$ cat src/rtl/game_pkg.sv
// Constants shared by the digger, bullet, gob and move_arbiter blocks:
// object type codes, request codes, status field layout and arbiter state encoding.
package game_pkg;

    localparam int NREQ              = 4;
    localparam int H_WIDTH           = 4;
    localparam int V_WIDTH           = 4;
    localparam int TYPE_WIDTH        = 4;
    localparam int STATUS_WIDTH      = 16;
    localparam int REQ_TYPE_WIDTH    = 2;
    localparam int REQ_CONTENT_WIDTH = 8;
    localparam int ADDR_WIDTH        = 8;
    localparam int HMAX              = 15;
    localparam int VMAX              = 10;
    localparam int IDX_W             = $clog2(NREQ);

    localparam logic [TYPE_WIDTH-1:0] OBJ_EMPTY  = 4'd0;
    localparam logic [TYPE_WIDTH-1:0] OBJ_DIGGER = 4'd1;
    localparam logic [TYPE_WIDTH-1:0] OBJ_BULLET = 4'd5;
    localparam logic [TYPE_WIDTH-1:0] OBJ_GOB0   = 4'd6;
    localparam logic [TYPE_WIDTH-1:0] OBJ_GOB1   = 4'd7;
    localparam logic [TYPE_WIDTH-1:0] OBJ_GOB2   = 4'd8;
    localparam logic [TYPE_WIDTH-1:0] OBJ_BLOCK  = 4'd15;

    localparam logic [REQ_TYPE_WIDTH-1:0] REQ_MOVE      = 2'b00;
    localparam logic [REQ_TYPE_WIDTH-1:0] REQ_SHOOT     = 2'b01;
    localparam logic [REQ_TYPE_WIDTH-1:0] REQ_DISAPPEAR = 2'b10;
    localparam logic [REQ_TYPE_WIDTH-1:0] REQ_RSVD      = 2'b11;

    // status = {exist[15:14], x[13:10], y[9:6], dir[5:4], type[3:0]}
    localparam int ST_EXIST_LSB = 14;
    localparam int ST_EXIST_W   = 2;
    localparam int ST_X_LSB     = 10;
    localparam int ST_Y_LSB     = 6;
    localparam int ST_DIR_LSB   = 4;
    localparam int ST_TYPE_LSB  = 0;

    typedef enum logic [2:0] {
        S_IDLE   = 3'd0,
        S_READ   = 3'd1,
        S_DECIDE = 3'd2,
        S_COMMIT = 3'd3,
        S_CLEAR  = 3'd4
    } arb_state_t;

    function automatic logic [ADDR_WIDTH-1:0] cell_addr(input logic [H_WIDTH-1:0] x,
                                                        input logic [V_WIDTH-1:0] y);
        return {y, x};
    endfunction

endpackage

$ cat src/rtl/move_arbiter_if.sv
// Requester and level-map bus of the move arbiter. The arbiter is the slave of the
// requesters; the master side drives requests and returns map read data.
interface move_arbiter_if;
    import game_pkg::*;

    // req is a level held by each requester until it sees its one-cycle ack or nack;
    // req_type/req_content/status must be stable while req is high.
    logic [NREQ-1:0]                   req;
    logic [NREQ*REQ_TYPE_WIDTH-1:0]    req_type;
    logic [NREQ*REQ_CONTENT_WIDTH-1:0] req_content;
    logic [NREQ*STATUS_WIDTH-1:0]      status;
    logic [NREQ-1:0]                   ack;
    logic [NREQ-1:0]                   nack;
    logic [NREQ-1:0]                   wr;
    logic [STATUS_WIDTH-1:0]           data_out;
    logic [ADDR_WIDTH-1:0]             map_addr;
    logic [TYPE_WIDTH-1:0]             map_rd_data;
    logic                              map_we;
    logic [TYPE_WIDTH-1:0]             map_wr_data;
    logic                              hit_valid;
    logic [REQ_CONTENT_WIDTH-1:0]      hit_cell;

    modport master (
        output req, req_type, req_content, status, map_rd_data,
        input  ack, nack, wr, data_out, map_addr, map_we, map_wr_data, hit_valid, hit_cell
    );

    modport slave (
        input  req, req_type, req_content, status, map_rd_data,
        output ack, nack, wr, data_out, map_addr, map_we, map_wr_data, hit_valid, hit_cell
    );

endinterface

$ cat src/rtl/move_arbiter_rr_picker.sv
// Round-robin priority encoder: picks the first set request at or after rr_ptr, wrapping.
module rr_picker
    import game_pkg::*;
(
    input  logic [NREQ-1:0]  req,
    input  logic [IDX_W-1:0] rr_ptr,
    output logic [IDX_W-1:0] grant_idx,
    output logic             grant_valid
);

    logic [IDX_W-1:0] cand;

    // Scan farthest offset first so the nearest set bit is the last one written.
    always_comb begin
        grant_idx   = '0;
        grant_valid = 1'b0;
        cand        = '0;
        for (int k = NREQ - 1; k >= 0; k--) begin
            cand = IDX_W'((int'(rr_ptr) + k) % NREQ);
            if (req[cand]) begin
                grant_idx   = cand;
                grant_valid = 1'b1;
            end
        end
    end

endmodule

$ cat src/rtl/move_arbiter.sv
// Serialises move/shoot/disappear requests against the shared level map, answers each
// with a one-cycle ack or nack, commits accepted changes and resolves bullet-hits-gob.
module move_arbiter
    import game_pkg::*;
(
    input  logic          clk,
    input  logic          rst_n,
    move_arbiter_if.slave bus,
    output arb_state_t    dbg_state
);

    arb_state_t                    state_q, state_d;
    logic [IDX_W-1:0]              rr_ptr_q, rr_ptr_d;
    logic [IDX_W-1:0]              idx_q, idx_d;
    logic [REQ_TYPE_WIDTH-1:0]     rtype_q, rtype_d;
    logic [H_WIDTH-1:0]            tgt_x_q, tgt_x_d, src_x_q, src_x_d;
    logic [V_WIDTH-1:0]            tgt_y_q, tgt_y_d, src_y_q, src_y_d;
    logic [TYPE_WIDTH-1:0]         src_type_q, src_type_d;
    logic                          bad_q, bad_d;
    logic                          clr_pend_q, clr_pend_d;
    logic [ADDR_WIDTH-1:0]         wr_addr_q, wr_addr_d;
    logic [NREQ-1:0]               ack_q, ack_d, nack_q, nack_d, wr_q, wr_d;
    logic [STATUS_WIDTH-1:0]       data_out_q, data_out_d;
    logic                          map_we_q, map_we_d;
    logic [TYPE_WIDTH-1:0]         map_wr_data_q, map_wr_data_d;
    logic                          hit_valid_q, hit_valid_d;
    logic [REQ_CONTENT_WIDTH-1:0]  hit_cell_q, hit_cell_d;

    logic [IDX_W-1:0]              grant_idx;
    logic                          grant_valid;
    logic [REQ_TYPE_WIDTH-1:0]     sel_type;
    logic [REQ_CONTENT_WIDTH-1:0]  sel_content;
    logic [STATUS_WIDTH-1:0]       sel_status;
    logic                          hit_found;
    logic [IDX_W-1:0]              hit_idx;
    logic [STATUS_WIDTH-1:0]       hit_status;
    logic [TYPE_WIDTH-1:0]         cell_t;

    rr_picker u_picker (
        .req         (bus.req),
        .rr_ptr      (rr_ptr_q),
        .grant_idx   (grant_idx),
        .grant_valid (grant_valid)
    );

    always_comb begin
        sel_type    = '0;
        sel_content = '0;
        sel_status  = '0;
        for (int i = 0; i < NREQ; i++) begin
            if (grant_idx == IDX_W'(i)) begin
                sel_type    = bus.req_type[i*REQ_TYPE_WIDTH +: REQ_TYPE_WIDTH];
                sel_content = bus.req_content[i*REQ_CONTENT_WIDTH +: REQ_CONTENT_WIDTH];
                sel_status  = bus.status[i*STATUS_WIDTH +: STATUS_WIDTH];
            end
        end
    end

    // Lowest-index live object standing on the target cell is the one a bullet kills.
    always_comb begin
        logic [STATUS_WIDTH-1:0] st_i;
        hit_found  = 1'b0;
        hit_idx    = '0;
        hit_status = '0;
        st_i       = '0;
        for (int i = NREQ - 1; i >= 0; i--) begin
            st_i = bus.status[i*STATUS_WIDTH +: STATUS_WIDTH];
            if ((st_i[ST_EXIST_LSB +: ST_EXIST_W] != '0) &&
                (st_i[ST_X_LSB +: H_WIDTH] == tgt_x_q) &&
                (st_i[ST_Y_LSB +: V_WIDTH] == tgt_y_q)) begin
                hit_found  = 1'b1;
                hit_idx    = IDX_W'(i);
                hit_status = st_i;
            end
        end
    end

    assign cell_t = bus.map_rd_data;

    always_comb begin
        state_d       = state_q;
        rr_ptr_d      = rr_ptr_q;
        idx_d         = idx_q;
        rtype_d       = rtype_q;
        tgt_x_d       = tgt_x_q;
        tgt_y_d       = tgt_y_q;
        src_x_d       = src_x_q;
        src_y_d       = src_y_q;
        src_type_d    = src_type_q;
        bad_d         = bad_q;
        clr_pend_d    = clr_pend_q;
        wr_addr_d     = wr_addr_q;
        ack_d         = '0;
        nack_d        = '0;
        wr_d          = '0;
        data_out_d    = data_out_q;
        map_we_d      = 1'b0;
        map_wr_data_d = '0;
        hit_valid_d   = 1'b0;
        hit_cell_d    = hit_cell_q;

        unique case (state_q)
            S_IDLE: begin
                if (grant_valid) begin
                    idx_d      = grant_idx;
                    rr_ptr_d   = IDX_W'((int'(grant_idx) + 1) % NREQ);
                    rtype_d    = sel_type;
                    tgt_x_d    = sel_content[V_WIDTH +: H_WIDTH];
                    tgt_y_d    = sel_content[0 +: V_WIDTH];
                    src_x_d    = sel_status[ST_X_LSB +: H_WIDTH];
                    src_y_d    = sel_status[ST_Y_LSB +: V_WIDTH];
                    src_type_d = sel_status[ST_TYPE_LSB +: TYPE_WIDTH];
                    bad_d      = ({1'b0, sel_content[V_WIDTH +: H_WIDTH]} > (H_WIDTH+1)'(HMAX)) ||
                                 ({1'b0, sel_content[0 +: V_WIDTH]} > (V_WIDTH+1)'(VMAX)) ||
                                 (sel_type == REQ_RSVD);
                    state_d    = S_READ;
                end
            end
            S_READ: state_d = S_DECIDE;
            S_DECIDE: begin
                state_d    = S_COMMIT;
                clr_pend_d = 1'b0;
                wr_addr_d  = cell_addr(tgt_x_q, tgt_y_q);
                if (bad_q) begin
                    nack_d[idx_q] = 1'b1;
                end else begin
                    unique case (rtype_q)
                        REQ_MOVE: begin
                            if (cell_t == OBJ_EMPTY) begin
                                ack_d[idx_q]  = 1'b1;
                                map_we_d      = 1'b1;
                                map_wr_data_d = src_type_q;
                                clr_pend_d    = 1'b1;
                            end else if ((src_type_q == OBJ_BULLET) &&
                                         (cell_t >= OBJ_GOB0) && (cell_t <= OBJ_GOB2)) begin
                                nack_d[idx_q] = 1'b1;
                                map_we_d      = 1'b1;
                                map_wr_data_d = OBJ_EMPTY;
                                hit_valid_d   = 1'b1;
                                hit_cell_d    = {tgt_x_q, tgt_y_q};
                                clr_pend_d    = 1'b1;
                                if (hit_found) begin
                                    wr_d[hit_idx] = 1'b1;
                                    data_out_d    = {2'b00, hit_status[STATUS_WIDTH-3:0]};
                                end
                            end else begin
                                nack_d[idx_q] = 1'b1;
                                // A blocked bullet is spent either way.
                                clr_pend_d    = (src_type_q == OBJ_BULLET);
                            end
                        end
                        REQ_SHOOT: begin
                            if (cell_t == OBJ_EMPTY) begin
                                ack_d[idx_q]  = 1'b1;
                                map_we_d      = 1'b1;
                                map_wr_data_d = OBJ_BULLET;
                            end else begin
                                nack_d[idx_q] = 1'b1;
                            end
                        end
                        REQ_DISAPPEAR: begin
                            ack_d[idx_q]  = 1'b1;
                            map_we_d      = 1'b1;
                            map_wr_data_d = OBJ_EMPTY;
                            wr_addr_d     = cell_addr(src_x_q, src_y_q);
                        end
                        default: nack_d[idx_q] = 1'b1;
                    endcase
                end
            end
            S_COMMIT: begin
                if (clr_pend_q) begin
                    state_d       = S_CLEAR;
                    map_we_d      = 1'b1;
                    map_wr_data_d = OBJ_EMPTY;
                end else begin
                    state_d = S_IDLE;
                end
            end
            S_CLEAR: state_d = S_IDLE;
            default: state_d = S_IDLE;
        endcase
    end

    always_ff @(posedge clk or negedge rst_n) begin
        if (!rst_n) begin
            state_q       <= S_IDLE;
            rr_ptr_q      <= '0;
            idx_q         <= '0;
            rtype_q       <= '0;
            tgt_x_q       <= '0;
            tgt_y_q       <= '0;
            src_x_q       <= '0;
            src_y_q       <= '0;
            src_type_q    <= '0;
            bad_q         <= 1'b0;
            clr_pend_q    <= 1'b0;
            wr_addr_q     <= '0;
            ack_q         <= '0;
            nack_q        <= '0;
            wr_q          <= '0;
            data_out_q    <= '0;
            map_we_q      <= 1'b0;
            map_wr_data_q <= '0;
            hit_valid_q   <= 1'b0;
            hit_cell_q    <= '0;
        end else begin
            state_q       <= state_d;
            rr_ptr_q      <= rr_ptr_d;
            idx_q         <= idx_d;
            rtype_q       <= rtype_d;
            tgt_x_q       <= tgt_x_d;
            tgt_y_q       <= tgt_y_d;
            src_x_q       <= src_x_d;
            src_y_q       <= src_y_d;
            src_type_q    <= src_type_d;
            bad_q         <= bad_d;
            clr_pend_q    <= clr_pend_d;
            wr_addr_q     <= wr_addr_d;
            ack_q         <= ack_d;
            nack_q        <= nack_d;
            wr_q          <= wr_d;
            data_out_q    <= data_out_d;
            map_we_q      <= map_we_d;
            map_wr_data_q <= map_wr_data_d;
            hit_valid_q   <= hit_valid_d;
            hit_cell_q    <= hit_cell_d;
        end
    end

    // Invalid targets never reach the map, so the read address stays parked at 0.
    always_comb begin
        bus.map_addr = '0;
        unique case (state_q)
            S_READ, S_DECIDE: bus.map_addr = bad_q ? '0 : cell_addr(tgt_x_q, tgt_y_q);
            S_COMMIT:         bus.map_addr = wr_addr_q;
            S_CLEAR:          bus.map_addr = cell_addr(src_x_q, src_y_q);
            default:          bus.map_addr = '0;
        endcase
    end

    assign bus.ack         = ack_q;
    assign bus.nack        = nack_q;
    assign bus.wr          = wr_q;
    assign bus.data_out    = data_out_q;
    assign bus.map_we      = map_we_q;
    assign bus.map_wr_data = map_wr_data_q;
    assign bus.hit_valid   = hit_valid_q;
    assign bus.hit_cell    = hit_cell_q;
    assign dbg_state       = state_q;

endmodule

$ cat src/flat_wrapper.sv
// flat-port wrapper written by rule: the top's interface ports become plain ports
module move_arbiter_flat import game_pkg::*;
  (clk, rst_n, dbg_state, bus_req, bus_req_type, bus_req_content, bus_status, bus_map_rd_data, bus_ack, bus_nack, bus_wr, bus_data_out, bus_map_addr, bus_map_we, bus_map_wr_data, bus_hit_valid, bus_hit_cell);
  move_arbiter_if bus_i ();
  input  logic clk;
  input  logic rst_n;
  output arb_state_t dbg_state;
  input wire logic [$bits(bus_i.req)-1:0] bus_req;
  input wire logic [$bits(bus_i.req_type)-1:0] bus_req_type;
  input wire logic [$bits(bus_i.req_content)-1:0] bus_req_content;
  input wire logic [$bits(bus_i.status)-1:0] bus_status;
  input wire logic [$bits(bus_i.map_rd_data)-1:0] bus_map_rd_data;
  output wire logic [$bits(bus_i.ack)-1:0] bus_ack;
  output wire logic [$bits(bus_i.nack)-1:0] bus_nack;
  output wire logic [$bits(bus_i.wr)-1:0] bus_wr;
  output wire logic [$bits(bus_i.data_out)-1:0] bus_data_out;
  output wire logic [$bits(bus_i.map_addr)-1:0] bus_map_addr;
  output wire logic [$bits(bus_i.map_we)-1:0] bus_map_we;
  output wire logic [$bits(bus_i.map_wr_data)-1:0] bus_map_wr_data;
  output wire logic [$bits(bus_i.hit_valid)-1:0] bus_hit_valid;
  output wire logic [$bits(bus_i.hit_cell)-1:0] bus_hit_cell;
  assign bus_i.req = bus_req;
  assign bus_i.req_type = bus_req_type;
  assign bus_i.req_content = bus_req_content;
  assign bus_i.status = bus_status;
  assign bus_i.map_rd_data = bus_map_rd_data;
  assign bus_ack = bus_i.ack;
  assign bus_nack = bus_i.nack;
  assign bus_wr = bus_i.wr;
  assign bus_data_out = bus_i.data_out;
  assign bus_map_addr = bus_i.map_addr;
  assign bus_map_we = bus_i.map_we;
  assign bus_map_wr_data = bus_i.map_wr_data;
  assign bus_hit_valid = bus_i.hit_valid;
  assign bus_hit_cell = bus_i.hit_cell;
  move_arbiter u_core (.clk(clk), .rst_n(rst_n), .bus(bus_i), .dbg_state(dbg_state));
endmodule
$ cat config.mk
export PLATFORM = sky130hd
export DESIGN_NAME = move_arbiter_flat
export DESIGN_NICKNAME = d
export VERILOG_FILES = /design/src/rtl/game_pkg.sv /design/src/rtl/move_arbiter_if.sv /design/src/rtl/move_arbiter_rr_picker.sv /design/src/rtl/move_arbiter.sv /design/src/flat_wrapper.sv
export SDC_FILE = /design/constraint.sdc
export NUM_CORES = 1
export LEC_CHECK = 0
export ABC_AREA = 0
export ABC_CLOCK_PERIOD_IN_PS = 5550
export CAP_MARGIN = 0
export CORE_MARGIN = 2
export CORE_UTILIZATION = 40
export CTS_BUF_LIST = sky130_fd_sc_hd__clkbuf_16
export DETAILED_ROUTE_END_ITERATION = 10
export DONT_BUFFER_PORTS = 1
export PLACE_DENSITY = 0.58
export SYNTH_ARGS = -nofsm -noshare
export SYNTH_HDL_FRONTEND = slang
export SYNTH_SLANG_ARGS = --single-unit
$ cat constraint.sdc
create_clock -name clk -period 5.55 [get_ports clk]
set_clock_uncertainty 0.2 [all_clocks]
set_input_delay 1.3875 -clock clk [delete_from_list [all_inputs] [get_ports clk]]
set_output_delay 1.3875 -clock clk [all_outputs]
set_load 0.005 [all_outputs]
* Word level (Yosys, flattened, before mapping)
Cells that the tools add are included.
W data, S select, Z words.
** Storage, ports and cells
- Word-level logic and storage cells :: 168
- Output and inout bits :: 53
- Bits in registers :: 79
** Cells by class
- Reduce and logical (&&, ||, !) cells :: 26
- Add/sub/neg operators :: 4
- Order comparisons :: 11
- Equality and inequality tests :: 20
- Muxes and demuxes :: 85
- Bitwise operators :: 2
** Operator list (count)
- $mux W14 :: 8
- $mux W4 :: 15
- $mux W8 :: 7
- $eq A4 B4 Y1 :: 8
- $mux W1 :: 27
- $mux W2 :: 12
- $pmux W4 S2 :: 3
- $pmux W8 S3 :: 1
- $lt A2 B3 Y1 const B :: 6
- $logic_and A1 B1 Y1 :: 12
- $pmux W3 S4 :: 1
- $mux W3 :: 3
- $bmux W1 S2 :: 4
- $eq A2 B2 Y1 const B :: 4
- $reduce_bool A2 Y1 :: 4
- $eq A3 B2 Y1 const B :: 2
- $reduce_and A6 Y1 :: 1
- $reduce_and A5 Y1 :: 1
- $add A2 B1 Y2 const B :: 2
- $add A2 B2 Y2 const B :: 2
- $demux W1 S2 :: 2
- $eq A2 B1 Y1 const B :: 2
- $eq A4 B3 Y1 const B :: 1
- $ge A2 B1 Y1 const B :: 2
- 15 further kinds :: 18

* Depth between registers and ports, before layout
Gate-level depths: netlist (run 1).
- Word-level depth :: 17
- Gate-level depth with buffers :: 12

* Hierarchy
Synthesis (run 1) repeated with hierarchy kept, for this count alone.
** Second synthesis, totals
- Cell total of the unflattened synthesis :: 551
- Area total of the unflattened synthesis :: 4932.2 um^2
** Modules (own cells, without submodules)
- move_arbiter :: cells an instance 538, seq. area each 1976.9 um^2, instances 1, area each 4854.7 um^2
- rr_picker :: cells an instance 13, seq. area each 0.0 um^2, instances 1, area each 77.6 um^2

* Worst setup path after synthesis (run 1)
Ideal clock, no wire load.
- Path type :: in2reg
- Start :: in bus_req[2]
- End :: reg u_core.bad_q
- Slack :: 1892 ps
- Stages on the path :: 12
- Setup time :: 126 ps
- Arrival time :: 3332 ps
- Path buffers :: 1
- Path through :: mux2i_1 -> nor2_1 -> nor3_1 -> inv_1 -> ha_1 -> nor2b_1 -> clkbuf_1 -> a221oi_1 -> nor3_1 -> a21oi_1 -> o21ai_0 -> a221o_1
** Between the ends
- Cells in the longest elaborated chain, start to end :: 13
- Elaborated cells between the ends (all ways) :: 32
- Those cells by class :: order compare: 1; eq/ne: 4; mux: 24; reduce/logical: 3
** Ends and longest elaborated chain
- from (decl) :: RTL line flat_wrapper.sv:8 : input wire logic [$bits(bus_i.req)-1:0] bus_req;
- $bmux W1 S2 :: RTL line move_arbiter_rr_picker.sv:20 : if (req[cand]) begin
- $mux W1 (implied by the code) :: RTL line move_arbiter_rr_picker.sv:20
- $mux W2 (3 in a row) :: RTL line move_arbiter_rr_picker.sv:20
- $mux W2 * :: RTL line move_arbiter_rr_picker.sv:20
- via u_core.grant_idx[0] :: RTL line move_arbiter.sv:29 : logic [IDX_W-1:0] grant_idx;
- $logic_not A2 Y1 :: RTL line move_arbiter.sv:51 : if (grant_idx == IDX_W'(i)) begin
- $mux W8 or $mux W2 (tied branches) (4 in a row) :: RTL line move_arbiter.sv:51
- $gt A4 B4 Y1 or $eq A2 B2 Y1 (tied branches) :: RTL line move_arbiter.sv:114, move_arbiter.sv:115
- $logic_or A1 B1 Y1 * :: RTL line move_arbiter.sv:114 : ({1'b0, sel_content[0 +: V_WIDTH]} > (V_WIDTH+1)'(VMAX)) ||
- to (signal assigned) :: RTL line move_arbiter.sv:196 : bad_q <= 1'b0;
- to (signal assigned) :: RTL line move_arbiter.sv:217 : bad_q <= bad_d;
- to (decl) :: RTL line move_arbiter.sv:19 : logic bad_q, bad_d;
Mark *: on every way through the listed nets, which the timed path passes. The rest lies on a longest branch. The select of a mux whose other input is x is not followed.
A chain may end at the register's enable or synchronous reset.

* Final worst setup path (run 1)
- Start :: reg u_core.state_q[1], in the netlist u_core.dbg_state[1]
- End :: out bus_map_addr[4]
** Between the ends
- Cells in the longest elaborated chain, start to end :: 3
- Elaborated cells between the ends (all ways) :: 6
- Those cells by class :: eq/ne: 4; mux: 1; reduce/logical: 1
** Ends and longest elaborated chain
- from (decl) :: RTL line move_arbiter.sv:12 : arb_state_t state_q, state_d;
- from (signal assigned) :: RTL line move_arbiter.sv:208 : state_q <= state_d;
- $eq A3 B1 Y1 or $eq A3 B2 Y1 (tied branches) :: RTL line move_arbiter.sv:234 : unique case (state_q)
- $reduce_or A2 Y1 :: RTL line move_arbiter.sv:234
- $pmux W8 S3 * :: RTL line move_arbiter.sv:234
- to (decl) :: RTL line flat_wrapper.sv:17 : output wire logic [$bits(bus_i.map_addr)-1:0] bus_map_addr;
Mark *: on every way between the ends. The rest lies on a longest branch, timed or not.

==> results of run 1 <==
==> kinds of logic (layout without fill, tap and decap cells) <==
kind of cell,count (synthesis),count (layout),share of synthesized area [%]
flip-flops,79,79,41.9
AO/OA/AOI/OAI,147,147,21.9
buffers and inverters,61,39,5.91
AND/OR/NAND/NOR,172,172,19.0
other,1,2,0.0795
adder cells (fa/ha/maj),4,4,1.06
multiplexers,18,18,4.06
XOR/XNOR,33,33,6.12
==> worst register-to-register path, stage by stage, from the launching register on <==
cell,delay [ns]
dfrtp_1,0.47
or3b_1,0.74
nor4_4,0.31
and2_1,0.61
o41ai_4,0.18
buf_4,0.27
o31ai_1,0.29
==> registers in the layout, summed over array words and instances (netlist names) <==
name                    cells
u_core.bus.wr               4
u_core.src_type_q           4
u_core.rr_ptr_q             2
u_core.bus.hit_valid        1
u_core.tgt_y_q              4
u_core.bus.ack              4
u_core.wr_addr_q            8
u_core.clr_pend_q           1
u_core.bus.hit_cell         8
u_core.src_y_q              4
u_core.tgt_x_q              4
u_core.bus.map_wr_data      4
u_core.bus.data_out        14
u_core.src_x_q              4
u_core.dbg_state            3
u_core.bad_q                1
u_core.rtype_q              2
u_core.idx_q                2
u_core.bus.map_we           1
u_core.bus.nack             4
==> through the flow <==
| step | instance area, sq um | worst slack (ns) |
|---|---|---|
| 2_1_floorplan | 4720 | 1.89 |
| 3_3_place_gp | 4740 | 1.71 |
| 3_5_place_dp | 4740 | 1.59 |
| 4_1_cts | 5020 | 1.71 |
| 5_1_grt | 5020 | 1.57 |
| 6_report | 5020 | 1.67 |
==> cell usage in the layout, fill, tap and decap left out, types with 14 or more instances in the layout <==
master,instances
nand2_1,53
or3_1,14
nor2_1,17
o21ai_0,45
nor2b_1,21
inv_1,14
a221oi_1,35
nor3_1,30
xnor2_1,17
a21oi_1,27
dfrtp_1,79
xor2_1,16
==> synth_stat cells, types with 5 or more instances <==
cell type / instances
dfrtp_1: 79
nand2_1: 53
o21ai_0: 45
a221oi_1: 35
nor3_1: 30
a21oi_1: 27
clkbuf_1: 27
nor2b_1: 21
nor2_1: 17
xnor2_1: 17
xor2_1: 16
inv_1: 14
or3_1: 14
buf_2: 13
mux2_2: 9
mux2i_1: 9
a222oi_1: 8
o31ai_1: 8
nand3_1: 6
nor4_1: 6
o31ai_2: 6
and3_1: 5
buf_4: 5
==> worst paths after layout <==
path                                     start                endpoint  cells after the start
max                        u_core.dbg_state[1]         bus_map_addr[4]                      4
min                        u_core.wr_addr_q[3]     u_core.wr_addr_q[3]                      2
max reg2reg                u_core.dbg_state[2]  u_core.bus.data_out[7]                      6
min reg2reg                u_core.wr_addr_q[3]     u_core.wr_addr_q[3]                      2
max in group asynchronous                rst_n  u_core.bus.hit_cell[3]                      0
min in group asynchronous                rst_n      u_core.rr_ptr_q[1]                      0
==> power groups by stage <==
| stage | Clock (mW) | Sequential (mW) | Combinational, mW |
|---|---|---|---|
| 6_report | 0.549 | 0.936 | 0.932 |
| 5_1_grt | 0.585 | 0.963 | 1.06 |
| 4_1_cts | 0.554 | 0.940 | 0.938 |
| 3_5_place_dp | 0 | 0.949 | 0.934 |
| 3_3_place_gp | 0 | 0.943 | 0.910 |
| 2_1_floorplan | 0 | 0.801 | 0.845 |
==> layer usage <==
metal  track usage [%]  share of wire [%]  up-vias
li1                  -                  -     1824
met1              30.6                 44     1889
met2              32.5                 45      192
met3              4.97                8.4       24
met4              7.97                2.0        0
met5                 0                  0        -
==> layout make-up <==
class / instances / area [sq um]
fill: 1108 / 6450
clock inverter: 7 / 48.8
tap: 143 / 179
timing repair buffer: 9 / 67.6
sequential: 79 / 1980
inverter: 14 / 52.6
clock buffer: 9 / 225
multi-input combinational: 376 / 2470
==> impl_metrics.py, run 1 <==
metrics = {
    "clock_tree": {
        "cts_hold_buffers": 0,
        "cts_tree": "yes",
        "post_cts_resized": 0,
        "cts_sinks": 79,
        "cts_inserted_buffers": 9,
        "clk_pin_slew_ns": 0.06,
        "cts_buffer_depth": 2,
        "clk_latency_ns": 0.34,
        "cts_root_buffer": "clkbuf_16",
        "cts_max_level": 3,
        "cts_setup_buffers": 0,
    },
    "setup_path": {
        "cpPeakStageDelay_ns": 0.93,
        "critical_path_class": "reg2out",
        "crit_chain": "inv_1 > nor3b_1 > a222oi_1 > inv_1",
        "cp_max_fo": 9,
        "cp_data_required_time_ns": 3.96,
        "crit_top_cell": "inv_1",
        "slowest_stage": "nor3b_1",
        "cp-start-kind": "flip-flop",
        "critPathArrivalTime_ns": 2.29,
        "crit_path_end_kind": "output port",
        "r2r_slack_ns": 2.38,
        "crit_family": "simple AND/OR/NAND/NOR gates",
        "critical_path_buf_inv_count": 2,
    },
    "timing": {
        "timing.fmax_mhz": 258,
        "fin_crit_sh_pct": 69.9,
        "rsz0062_at_grt": "no",
        "worst_slew_pin_slew_ns": 1.16,
        "fin_crit_ns": 3.88,
        "tns_ns": 0,
        "slew_headroom_pct": 22.2,
        "setup_violations": 0,
        "hold_viol": 0,
        "holdWs_ns": 0.285,
        "slew_violations": 0,
    },
    "floorplanning": {
        "io_pins": 167,
        "row_count": 39,
        "core-area_sq_um": 11500,
        "initial_core_util_pct": 41.2,
        "die_w_um": 113,
        "dieHeight_um": 113,
        "dieArea_sq_um": 12700,
    },
    "detailed_routing": {
        "ant_nets": 0,
        "wl_per_cell_um": 21.6,
        "viasPerCell": 6.17,
        "num_vias": 3929,
        "first_pass_iters": 6,
        "finalWirelength_mm": 13.8,
        "dr.first_iter.drc_count": 248,
        "route.detailed.drc": 0,
    },
    "yosys": {
        "yosys_most_used_dff": "dfrtp_1",
        "ys_types": 50,
        "synth_area_sq_um": 4720,
        "ys_warn_count": 0,
        "synth_edf_count": 0,
        "postSynthAreaPerCell_sq_um": 9.16,
        "yosysSeqAreaShare_pct": 41.9,
        "syn_inst": 515,
        "ys_ff_latch": 79,
        "synthArstFlopShare_pct": 100,
        "synth_top_area_share_pct": 41.9,
        "synth_area_leaders": "dfrtp_1 (42%), a221oi_1 (6.5%), o21ai_0 (4.8%)",
        "yosysTopAreaCell": "dfrtp_1",
    },
    "final_layout": {
        "fin_util_pct": 43.8,
        "area_growth_pct": 6.31,
        "nNetsFinal": 607,
        "antenna_cells": 0,
        "drive_above_1_share_pct": 9.11,
        "final_cells": 637,
    },
    "power": {
        "power_mw": 2.42,
        "p_per_area_nw_per_um2": 482,
        "seq_power_share_pct": 38.7,
        "clockPowerShare_pct": 22.7,
        "swShare_pct": 42.0,
        "p_switching_mw": 1.02,
        "worst_ir_drop_vdd_v": 0.000192,
        "leakage_nw": 2.13,
        "intPower_mw": 1.40,
        "combinationalPowerShare_pct": 38.6,
    },
    "global_route": {
        "grt_overflow": 0,
        "grt_pass1_vias": 3823,
        "grt_max_degree": 80,
        "antenna_found_initial": 0,
        "grt_first_pass_wirelength_mm": 21.4,
        "grtUsageTotal_pct": 21.6,
    },
    "run_status": {
        "status": "complete, no violations",
    },
    "placed_design": {
        "place.gp.congestion": 0.892,
        "dp_hpwl_mm": 10.0,
        "portBuffers": 0,
        "placed_cells": 621,
    },
    "run": {
        "cap_violations": 0,
    },
    "min_path": {
        "min_path_type": "reg2reg",
    },
}
Power figures use the tool's default switching activity.
==> run 2: changes to the inputs <==
--- a/config.mk
+++ b/config.mk
@@ -6,14 +6,14 @@
 export NUM_CORES = 1
 export LEC_CHECK = 0
 export ABC_AREA = 0
-export ABC_CLOCK_PERIOD_IN_PS = 5550
+export ABC_CLOCK_PERIOD_IN_PS = 3400
 export CAP_MARGIN = 0
 export CORE_MARGIN = 2
 export CORE_UTILIZATION = 40
 export CTS_BUF_LIST = sky130_fd_sc_hd__clkbuf_16
 export DETAILED_ROUTE_END_ITERATION = 10
 export DONT_BUFFER_PORTS = 1
-export PLACE_DENSITY = 0.58
+export PLACE_DENSITY = 0.6
 export SYNTH_ARGS = -nofsm -noshare
 export SYNTH_HDL_FRONTEND = slang
 export SYNTH_SLANG_ARGS = --single-unit
==> constraint.sdc (replaced) <==
create_clock -name clk -period 3.4 [get_ports clk]
set_clock_uncertainty 0.2 [all_clocks]
set_input_delay 0.85 -clock clk [delete_from_list [all_inputs] [get_ports clk]]
set_output_delay 0.85 -clock clk [all_outputs]
set_load 0.005 [all_outputs]
==> run 2 against run 1 <==
  * Sequential power grew 61%
  * Highest routed layer unchanged
  * Critical endpoint unchanged
  * Clock power up 73%
  * Design area grew 3.4%
  * Worst setup slack worse by 1.4 ns
  * Sequential share of layout area fell by 1.3 points
  * Cell count increased by 2.2%
==> impl_metrics.py, run 2 (synthesis results as in run 1) <==
metrics = {
    "timing": {
        "rsz0062_at_grt": "no",
        "fin_crit_ns": 3.17,
        "hold_viol": 0,
        "slew_headroom_pct": 36.3,
        "worst_slew_pin_slew_ns": 0.948,
        "timing.fmax_mhz": 316,
        "slew_violations": 0,
        "holdWs_ns": 0.165,
        "tns_ns": 0,
        "setup_violations": 0,
        "fin_crit_sh_pct": 93.2,
    },
    "clock_tree": {
        "cts_sinks": 79,
        "cts_root_buffer": "clkbuf_16",
        "cts_tree": "yes",
        "cts_max_level": 3,
        "clk_latency_ns": 0.34,
        "clk_pin_slew_ns": 0.06,
        "cts_inserted_buffers": 9,
        "cts_buffer_depth": 2,
        "cts_setup_buffers": 0,
    },
    "setup_path": {
        "cp_max_fo": 9,
        "cp-start-kind": "flip-flop",
        "critPathArrivalTime_ns": 2.12,
        "reg2reg_from": "u_core.tgt_x_q[3]",
        "cp_data_required_time_ns": 2.35,
        "crit_chain": "nor3b_1 > a222oi_1 > inv_1",
        "slowest_stage": "nor3b_1",
        "critical_path_buf_inv_count": 1,
        "crit_path_start": "u_core.dbg_state[2]",
        "critical_path_class": "reg2out",
        "crit_family": "simple AND/OR/NAND/NOR gates",
        "cpPeakStageDelay_ns": 0.82,
        "crit_path_end_kind": "output port",
    },
    "detailed_routing": {
        "first_pass_iters": 5,
        "dr.first_iter.drc_count": 250,
        "ant_nets": 0,
        "route.detailed.drc": 0,
        "viasPerCell": 6.09,
        "num_vias": 3965,
        "finalWirelength_mm": 14.2,
        "wl_per_cell_um": 21.8,
    },
    "global_route": {
        "antenna_found_initial": 0,
        "grtUsageTotal_pct": 22.7,
        "grt_max_degree": 50,
        "grt_first_pass_wirelength_mm": 22.4,
        "grt_overflow": 0,
        "grt_pass1_vias": 4001,
    },
    "placed_design": {
        "dp_hpwl_mm": 10.5,
        "portBuffers": 0,
        "place.gp.congestion": 0.829,
    },
    "power": {
        "p_per_area_nw_per_um2": 791,
        "worst_ir_drop_vdd_v": 0.000624,
        "leakage_nw": 2.22,
        "power_mw": 4.10,
    },
    "floorplanning": {
        "core-area_sq_um": 11500,
        "dieHeight_um": 113,
        "io_pins": 167,
        "row_count": 39,
        "dieArea_sq_um": 12700,
        "initial_core_util_pct": 41.2,
        "die_w_um": 113,
    },
    "min_path": {
        "min_path_type": "in2async",
    },
    "final_layout": {
        "drive_above_1_share_pct": 11.2,
        "nNetsFinal": 622,
        "area_growth_pct": 9.94,
        "antenna_cells": 0,
        "nFillCells": 1115,
        "multiInputGateArea_sq_um": 2470,
        "largest_register_ff_count": 14,
        "seq_area_sq_um": 1980,
        "mostFrequentLayoutCells": "dfrtp_1 (79), nand2_1 (53), o21ai_0 (45)",
        "final_common_cell": "dfrtp_1",
    },
    "run": {
        "cap_violations": 0,
    },
    "run_status": {
        "status": "complete, no violations",
    },
}
run 2: path summary, 6_finish.rpt:
kind	endpoint	slack, ns	cells past startpoint
worst max-delay path	bus_map_addr[4]	0.23	3
worst min-delay path	u_core.tgt_x_q[1]	0.16	1
worst max register to register	u_core.bus.data_out[12]	0.56	6
worst min register to register	u_core.wr_addr_q[6]	0.29	2
max in group asynchronous	u_core.bus.hit_cell[6]	1.50	1
min in group clk	u_core.wr_addr_q[6]	0.29	2
run 2: worst reg2reg max path, stage by stage, from the launching register on:
cell,delay (ns)
dfrtp_1,0.62
xnor2_1,0.18
nand4_1,0.17
nor3_1,0.38
nor2b_2,0.68
a221oi_1,0.24
o31ai_2,0.26
run 2: metrics by stage:
stage	instance area, sq um	setup slack, ns	utilization [%]	std cells
5_1_grt	5190	0.101	45.2	651
3_3_place_gp	4840	0.324	42.2	632
6_report	5190	0.232	45.2	651
4_1_cts	5180	0.0826	45.2	651
2_1_floorplan	4720	0.280	-	516
3_5_place_dp	4840	0.205	42.2	632
run 2: final cells by class:
cell class	instances	share of cell area, %
clock inverter	6	1.21
clock buffer	9	4.34
tap	143	3.45
multi-input combinational	376	47.6
inverter	14	1.01
timing repair buffer	24	4.24
sequential	79	38.1
run 2: per-layer routing:
layer  global-route usage [%]  vias to the layer above  wire, um
met5                        0                        -         0
met4                     6.67                        0       189
met3                     5.89                       14      1060
met2                     35.9                      158      6640
met1                     30.7                     1944      6300
li1                         -                     1849         -
run 2: report_power, final:
part / total, mW / internal [mW] / switching, mW / leakage [nW]
clock: 0.950 / 0.562 / 0.388 / 0.135
sequential: 1.51 / 1.17 / 0.335 / 1.05
combinational: 1.65 / 0.695 / 0.953 / 1.04
run 2: repair_timing:
action / 4_1_cts / 5_1_grt
setup endpoints to repair: 0 / 4
endpoints found under the hold margin: 49 / 0
gates resized for setup: 0 / 1
hold buffers: 4 / 0
